`src/rtl/tdr_ctrl_pkg.sv`:
```
// Shared types for the TDR scan-chain controller: FSM states, request flags
// and the default chain length.
package tdr_ctrl_pkg;

    localparam int unsigned DEFAULT_CHAIN_LEN = 128;

    typedef enum logic [2:0] {
        ST_IDLE,
        ST_CAPTURE,
        ST_SHIFT,
        ST_UPDATE,
        ST_DONE
    } state_t;

    typedef struct packed {
        logic do_capture;
        logic do_update;
    } req_flags_t;

endpackage

```
`src/rtl/tdr_scan_controller_if.sv`:
```
// Parallel request/response bundle between the config master and the
// scan controller.
interface tdr_scan_controller_if
    import tdr_ctrl_pkg::*;
#(
    parameter int unsigned CHAIN_LEN = DEFAULT_CHAIN_LEN
);
    logic                 start;
    logic                 do_capture;
    logic                 do_update;
    logic [CHAIN_LEN-1:0] wdata;
    logic                 busy;
    logic                 done;
    logic [CHAIN_LEN-1:0] rdata;

    modport master (
        output start, do_capture, do_update, wdata,
        input  busy, done, rdata
    );

    modport slave (
        input  start, do_capture, do_update, wdata,
        output busy, done, rdata
    );
endinterface

```
`src/rtl/tdr_shift_counter.sv`:
```
// Shift counter: counts enabled cycles, clears on request, flags the
// terminal count TERM.
module tdr_shift_counter #(
    parameter int unsigned CNT_W = 7,
    parameter int unsigned TERM  = 127
) (
    input  logic clk_i,
    input  logic rst_i,
    input  logic clr_i,
    input  logic en_i,
    output logic tc_o
);
    logic [CNT_W-1:0] cnt_q, cnt_d;

    always_comb begin
        cnt_d = cnt_q;
        if (clr_i) begin
            cnt_d = '0;
        end else if (en_i) begin
            cnt_d = cnt_q + 1'b1;
        end
    end

    always_ff @(posedge clk_i or posedge rst_i) begin
        if (rst_i) begin
            cnt_q <= '0;
        end else begin
            cnt_q <= cnt_d;
        end
    end

    assign tc_o = (cnt_q == CNT_W'(TERM));
endmodule

```
`src/rtl/tdr_scan_controller.sv`:
```
// Sequencer turning one parallel request into capture / CHAIN_LEN shifts /
// update on the TDR chain; every output is registered.
module tdr_scan_controller
    import tdr_ctrl_pkg::*;
#(
    parameter int unsigned CHAIN_LEN = DEFAULT_CHAIN_LEN,
    parameter int unsigned CNT_W     = $clog2(CHAIN_LEN)
) (
    input  logic                  tck,
    input  logic                  reset,
    tdr_scan_controller_if.slave  req,
    input  logic                  tdo,
    output logic                  tdi,
    output logic                  shift_en,
    output logic                  capture_en,
    output logic                  update_en
);
    state_t               state_q, state_d;
    req_flags_t           flags_q, flags_d;
    logic [CHAIN_LEN-1:0] tx_q, tx_d;
    logic [CHAIN_LEN-1:0] rx_q, rx_d;
    logic [CHAIN_LEN-1:0] rdata_q, rdata_d;
    logic                 tdi_q, tdi_d;
    logic                 shift_en_q, shift_en_d;
    logic                 capture_en_q, capture_en_d;
    logic                 update_en_q, update_en_d;
    logic                 busy_q, busy_d;
    logic                 done_q, done_d;
    logic                 cnt_en, cnt_tc;

    assign cnt_en = (state_q == ST_SHIFT);

    tdr_shift_counter #(
        .CNT_W (CNT_W),
        .TERM  (CHAIN_LEN - 1)
    ) u_cnt (
        .clk_i (tck),
        .rst_i (reset),
        .clr_i (cnt_en && cnt_tc),
        .en_i  (cnt_en),
        .tc_o  (cnt_tc)
    );

    always_comb begin
        state_d = state_q;
        flags_d = flags_q;
        tx_d    = tx_q;
        rx_d    = rx_q;
        rdata_d = rdata_q;

        unique case (state_q)
            ST_IDLE: begin
                if (req.start) begin
                    flags_d.do_capture = req.do_capture;
                    flags_d.do_update  = req.do_update;
                    tx_d               = req.wdata;
                    state_d            = req.do_capture ? ST_CAPTURE : ST_SHIFT;
                end
            end
            ST_CAPTURE: state_d = flags_q.do_capture ? ST_SHIFT : ST_IDLE;
            ST_SHIFT: begin
                tx_d = {tx_q[CHAIN_LEN-2:0], 1'b0};
                if (cnt_tc) begin
                    state_d = flags_q.do_update ? ST_UPDATE : ST_DONE;
                end
            end
            ST_UPDATE: state_d = ST_DONE;
            ST_DONE:   state_d = ST_IDLE;
            default:   state_d = ST_IDLE;
        endcase

        if (shift_en_q) begin
            rx_d = {rx_q[CHAIN_LEN-2:0], tdo};
        end
        // Outputs are decoded from the next state so the registered copies
        // line up with the state they belong to; tdi leads with tx MSB.
        if (state_d == ST_DONE) begin
            rdata_d = rx_d;
        end
        tdi_d        = (state_d == ST_SHIFT) && tx_d[CHAIN_LEN-1];
        shift_en_d   = (state_d == ST_SHIFT);
        capture_en_d = (state_d == ST_CAPTURE);
        update_en_d  = (state_d == ST_UPDATE);
        busy_d       = (state_d != ST_IDLE);
        done_d       = (state_d == ST_DONE);
    end

    always_ff @(posedge tck or posedge reset) begin
        if (reset) begin
            state_q      <= ST_IDLE;
            flags_q      <= '0;
            tx_q         <= '0;
            rx_q         <= '0;
            rdata_q      <= '0;
            tdi_q        <= 1'b0;
            shift_en_q   <= 1'b0;
            capture_en_q <= 1'b0;
            update_en_q  <= 1'b0;
            busy_q       <= 1'b0;
            done_q       <= 1'b0;
        end else begin
            state_q      <= state_d;
            flags_q      <= flags_d;
            tx_q         <= tx_d;
            rx_q         <= rx_d;
            rdata_q      <= rdata_d;
            tdi_q        <= tdi_d;
            shift_en_q   <= shift_en_d;
            capture_en_q <= capture_en_d;
            update_en_q  <= update_en_d;
            busy_q       <= busy_d;
            done_q       <= done_d;
        end
    end

    assign tdi        = tdi_q;
    assign shift_en   = shift_en_q;
    assign capture_en = capture_en_q;
    assign update_en  = update_en_q;
    assign req.busy   = busy_q;
    assign req.done   = done_q;
    assign req.rdata  = rdata_q;
endmodule

```
`src/flat_wrapper.sv`:
```
// flat-port wrapper written by rule: the top's interface ports become plain ports
module tdr_scan_controller_flat import tdr_ctrl_pkg::*;
#(
    parameter int unsigned CHAIN_LEN = DEFAULT_CHAIN_LEN,
    parameter int unsigned CNT_W     = $clog2(CHAIN_LEN)
)
  (tck, reset, tdo, tdi, shift_en, capture_en, update_en, req_start, req_do_capture, req_do_update, req_wdata, req_busy, req_done, req_rdata);
  tdr_scan_controller_if #(.CHAIN_LEN(CHAIN_LEN)) req_i ();
  input  logic tck;
  input  logic reset;
  input  logic tdo;
  output logic tdi;
  output logic shift_en;
  output logic capture_en;
  output logic update_en;
  input wire logic [$bits(req_i.start)-1:0] req_start;
  input wire logic [$bits(req_i.do_capture)-1:0] req_do_capture;
  input wire logic [$bits(req_i.do_update)-1:0] req_do_update;
  input wire logic [$bits(req_i.wdata)-1:0] req_wdata;
  output wire logic [$bits(req_i.busy)-1:0] req_busy;
  output wire logic [$bits(req_i.done)-1:0] req_done;
  output wire logic [$bits(req_i.rdata)-1:0] req_rdata;
  assign req_i.start = req_start;
  assign req_i.do_capture = req_do_capture;
  assign req_i.do_update = req_do_update;
  assign req_i.wdata = req_wdata;
  assign req_busy = req_i.busy;
  assign req_done = req_i.done;
  assign req_rdata = req_i.rdata;
  tdr_scan_controller #(.CHAIN_LEN(CHAIN_LEN), .CNT_W(CNT_W)) u_core (.tck(tck), .reset(reset), .req(req_i), .tdo(tdo), .tdi(tdi), .shift_en(shift_en), .capture_en(capture_en), .update_en(update_en));
endmodule
```
`config.mk`:
```
export PLATFORM = sky130hd
export DESIGN_NAME = tdr_scan_controller_flat
export DESIGN_NICKNAME = d
export VERILOG_FILES = /design/src/rtl/tdr_ctrl_pkg.sv /design/src/rtl/tdr_scan_controller_if.sv /design/src/rtl/tdr_shift_counter.sv /design/src/rtl/tdr_scan_controller.sv /design/src/flat_wrapper.sv
export SDC_FILE = /design/constraint.sdc
export NUM_CORES = 1
export LEC_CHECK = 0
export CAP_MARGIN = 20
export CORE_MARGIN = 2
export CORE_UTILIZATION = 57
export CTS_CLUSTER_DIAMETER = 40
export DETAILED_ROUTE_END_ITERATION = 8
export GPL_ROUTABILITY_DRIVEN = 0
export HOLD_SLACK_MARGIN = 0.12
export PLACE_DENSITY = 0.92
export RECOVER_POWER = 25
export SLEW_MARGIN = 20
export SYNTH_ARGS = -nofsm -noshare
export SYNTH_HDL_FRONTEND = slang
export SYNTH_SLANG_ARGS = --single-unit
```
`constraint.sdc`:
```
create_clock -name tck -period 41.2 [get_ports tck]
set_input_delay 8.24 -clock tck [delete_from_list [all_inputs] [get_ports tck]]
set_output_delay 8.24 -clock tck [all_outputs]
set_load 0.03 [all_outputs]
```
* Word level (Yosys, flattened, before mapping) *
Cells that the tools add are included.

word-level totals
  register bits after elaboration = 402
  logic and storage cells = 43

operators by class
  $add $sub $neg = 1
  equality and inequality tests = 9
  multiplexer cells = 11
  reductions and logical operators = 8

operators with widths
  cell                                            count
  2-to-1 mux 128 bit                              2
  one-hot mux 128 bit (2 select lines)            1
  2-to-1 mux 7 bit                                2
  == test 3 x 2 -> 1 bit (second input constant)  4
  one-hot mux 3 bit (4 select lines)              1
  2-to-1 mux 3 bit                                3
  adder 7 x 1 -> 7 bit (second input constant)    1
  == test 7 bit (second input constant)           1
  == test 3 x 1 -> 1 bit (second input constant)  2
  2-to-1 mux 2 bit                                2
  AND reduction 2 bit                             2
  nonzero test 2 bit                              2
  == test 3 bit (second input constant)           1
  logical NOT 3 bit                               1
  nonzero test 3 bit                              1
  logical AND 1 bit                               2
  != test 2 bit (second input constant)           1

* Depth between registers and ports, before layout *
  depth after elaboration = 5
  mapped depth = 8
  gate-level depth less buffers = 4

* Modules after synthesis *
Synthesis repeated with hierarchy kept, for this count alone.

unflattened totals
  cell total of the unflattened synthesis = 1169
  area total of the unflattened synthesis = 15543.7 sq um

by module, submodules not included
  module               instances  cells each  area an instance (sq um)
  tdr_scan_controller  1          1137        15215.8
  tdr_shift_counter    1          32          327.8

* Worst setup path before layout *
OpenSTA, ideal clock, no wires.

  kind = input to register
  start point = input port req_start
  end point = register u_core.flags_q[1] (netlist bit)
  data arrival time = 9084 ps
  setup slack = 31992 ps
  cell stages on the path = 3
  path buffers = 1
  cells stage by stage = nor4b_4 > buf_2 > mux2_2

on the way
  word-level cells in the longest chain between the ends = 1

RTL lines
  item                           line                        source
  start, declared                flat_wrapper.sv:16          input wire logic [$bits(req_i.start)-1:0] req_start;
  AND reduction 2 bit (no line)  --
  end signal, assigned           tdr_scan_controller.sv:103  flags_q <= flags_d;
  end, declared                  tdr_scan_controller.sv:19   req_flags_t flags_q, flags_d;

Every way passes these cells.
A chain may end at the register's enable or synchronous reset.

* Worst setup path after layout *
  start point = register u_core.shift_en_q, in the netlist u_core.shift_en
  end point = output port shift_en

RTL lines
  item                    line                        source
  start, declared         tdr_scan_controller.sv:24   logic shift_en_q, shift_en_d;
  start signal, assigned  tdr_scan_controller.sv:108  shift_en_q <= shift_en_d;
  end, declared           flat_wrapper.sv:13          output logic shift_en;

No word-level cell between the ends.

==> impl_metrics.yaml <==
clock_tree:
  clock_sinks: 402
  cts-resized-gates: 0
  cts_buffers: 48
  clkTransAtPathRegs_ns: 0.06
  cts_tree: "yes"
  cts_hold_buffers: 0
  cts_max_level: 2
  clock_latency_ns: 0.54
  clockBufferDepth: 3
  cts_setup_buffers: 0
  root_buffer: "clkbuf_16"
final_layout:
  final_common_cell: "dfrtp_1"
  layout_common_cells: "402 x dfrtp_1, 267 x clkdlybuf4s50_1, 261 x nand2_1, 175 x mux2_1, 126 x a22oi_1"
  num_antenna_cells: 0
  nets: 1559
  final_layout_size_suffix_gt1_share_pct: 12.3
  finish.utilization_pct: 72.9
  area_delta_synth_final_pct: 25.8
worst_setup_path:
  crit_path_end_kind: "output pin"
  max_stage_delay_ns: 2.11
  critPathSlowestCell: "dfrtp_1"
  cp.required_ns: 32.96
  reg2reg_slack_ns: 32.37
  cpLargestDelayFamily: "flip-flops"
  critical_path.max_fanout: 64
  start_kind: "flip-flop"
  critPathBufInv: 1
  crit_type: "flip-flop to output pin"
  crit_chain: "clkdlybuf4s50_1"
  cp.arrival_ns: 3.65
timing:
  worst_slew_pin_slew_ns: 3.69
  slew_headroom_pct: -146
  slew_violations: 282
  max_freq_mhz: 84.1
  setup_viol: 0
  period_needed_ns: 11.89
  hold_violations: 0
  finClkSkew_ns: 0.0186
  rsz0062_at_grt: "false"
  post-route-period-util_pct: 28.8
  setup_tns_ns: 0
global_route:
  grt_pass1_wl_um: 57700
  track_usage_pct: 24.7
  grt_pass1_vias: 10751
  grt_start_max_net_pins: 188
  antenna_found_initial: 0
  overflow: 0
logic_synthesis:
  yosysSeqAreaShare_pct: 62.3
  synth_fp_nets: 1307
  synthTopCellsByArea: "dfrtp_1 62%, mux2_2 11%, mux2_4 9.3%"
  synth_edf_count: 0
  ys.flop_type: "dfrtp_1"
  yosys.area.top_type_share_pct: 62.3
  synth_area_mm2: 0.0161
  syn_inst: 1172
  synth_top_area_cell: "dfrtp_1"
  synth.avg_cell_area_um2: 13.8
  ys_types: 39
  synthArstFlopShare_pct: 100
  synth_warnings: 0
  ys_ff_latch: 402
floorplan:
  io_pins: 268
  initial_core_util_pct: 58.0
  dieArea_mm2: 0.0297
  fp.dieW_um: 172
  fp-row-count: 61
  die-height_um: 172
  core_area_mm2: 0.0279
job:
  max_cap_violations: 6
drt:
  drt_drc_violations_left: 0
  dr.pass1.iters: 9
  first_iter_violations: 727
  routed_wire_length_per_instance_um: 19.9
  drt-vias-per-instance: 5.60
  ant_nets: 0
  totalWireLength_um: 36600
  vias: 10305
outcome:
  violations: "max-capacitance violations, max-slew violations"
  status: "complete, but fails checks"
placed_design:
  dp_hpwl_um: 22100
  io_buffers: 267
pwr:
  power_density_mw_per_mm2: 68.9
  p_leak_nw: 9.79
  finalPower_mw: 1.40
  ir_worst_vdd_v: 0.0000562
hold_path:
  min_path_type: "flip-flop to flip-flop"
==> path summary, 6_finish.rpt <==
| path | start | to | cells after the start |
|---|---|---|---|
| hold / removal | u_core.tx_q[55]$_DFFE_PP0P_ | u_core.tx_q[55]$_DFFE_PP0P_ | 2 |
| setup / recovery | u_core.shift_en$_DFF_PP0_ | shift_en | 1 |
| min in group asynchronous | reset | u_core.req.rdata[122]$_DFFE_PP0N_ | 2 |
| hold reg to reg | u_core.tx_q[55]$_DFFE_PP0P_ | u_core.tx_q[55]$_DFFE_PP0P_ | 2 |
| setup reg to reg | u_core.u_cnt.cnt_q[0]$_DFFE_PP0P_ | u_core.req.rdata[94]$_DFFE_PP0N_ | 6 |
| max in group asynchronous | reset | u_core.tx_q[55]$_DFFE_PP0P_ | 3 |
==> area by class of cell <==
cell class                      count  area, um2
Sequential cell                   402      10100
Tap cell                          378        473
Clock inverter                     26        358
Timing Repair Buffer              276       2750
Fill cell                        1664       7540
Inverter                            3       18.8
Clock buffer                       62       1370
Multi-Input combinational cell    693       5300
==> registers in the layout, indices dropped and copies added, names as in the netlist <==
register,count
u_core.flags_q,2
u_core.update_en,1
u_core.rx_q,128
u_core.u_cnt.cnt_q,7
u_core.req.done,1
u_core.req.busy,1
u_core.capture_en,1
u_core.tx_q,128
u_core.tdi,1
u_core.state_q,3
u_core.req.rdata,128
u_core.shift_en,1
==> layer usage <==
layer / GRT usage [%] / up-vias / share of wire [%]
met1: 30.8 / 5268 / 39
met5: 0 / - / 0
met4: 6.36 / 0 / 2.1
li1: - / 4595 / -
met3: 6.87 / 69 / 7.8
met2: 42.9 / 373 / 51
==> power breakdown <==
group	internal (mW)	switching (mW)	total [mW]
clock network	0.281	0.169	0.449
registers	0.502	0.0778	0.579
logic	0.161	0.210	0.370
==> worst reg2reg max path, stage by stage, from the launching register on <==
cell and delay [ns]:
dfrtp_1 0.41, ha_1 0.29, a41oi_1 0.22, nor3_1 2.08, clkbuf_1 2.68, clkbuf_1 2.55
mux2_4 0.51
==> cell usage after synthesis, types with 3 or more instances <==
| master | n |
|---|---|
| and3_1 | 3 |
| a22oi_1 | 126 |
| nand3_1 | 4 |
| dfrtp_1 | 402 |
| xnor2_1 | 3 |
| buf_1 | 5 |
| mux2_2 | 153 |
| nor2_1 | 4 |
| buf_2 | 28 |
| buf_12 | 11 |
| mux2_1 | 4 |
| clkbuf_1 | 27 |
| nand2_1 | 261 |
| inv_1 | 3 |
| o21ai_0 | 5 |
| mux2_4 | 100 |
| nor3_1 | 5 |
==> cells by family after synthesis <==
logic type                 Yosys count  synth area share (%)
AOI/OAI and AO/OA                  142                  6.66
adders and majority gates            1                0.0775
xor gates and xnor gates             3                 0.163
DFF                                402                  62.3
and+or+nand+nor                    289                  7.26
muxes                              258                  20.3
buffers and inverters               77                  3.23
==> through the flow <==
stage          cells  hold WS, ns  setup WS (ns)  instance area [um2]
2_1_floorplan   1172        0.446          21.78                16100
3_3_place_gp    1752        0.457          30.55                18900
3_5_place_dp    1752        0.462          30.45                18900
6_report        1840        0.472          29.31                20300
5_1_grt         1840        0.495          29.03                20300
4_1_cts         1840        0.476          30.60                20600
No activity file was read; power rests on OpenSTA's default activity.
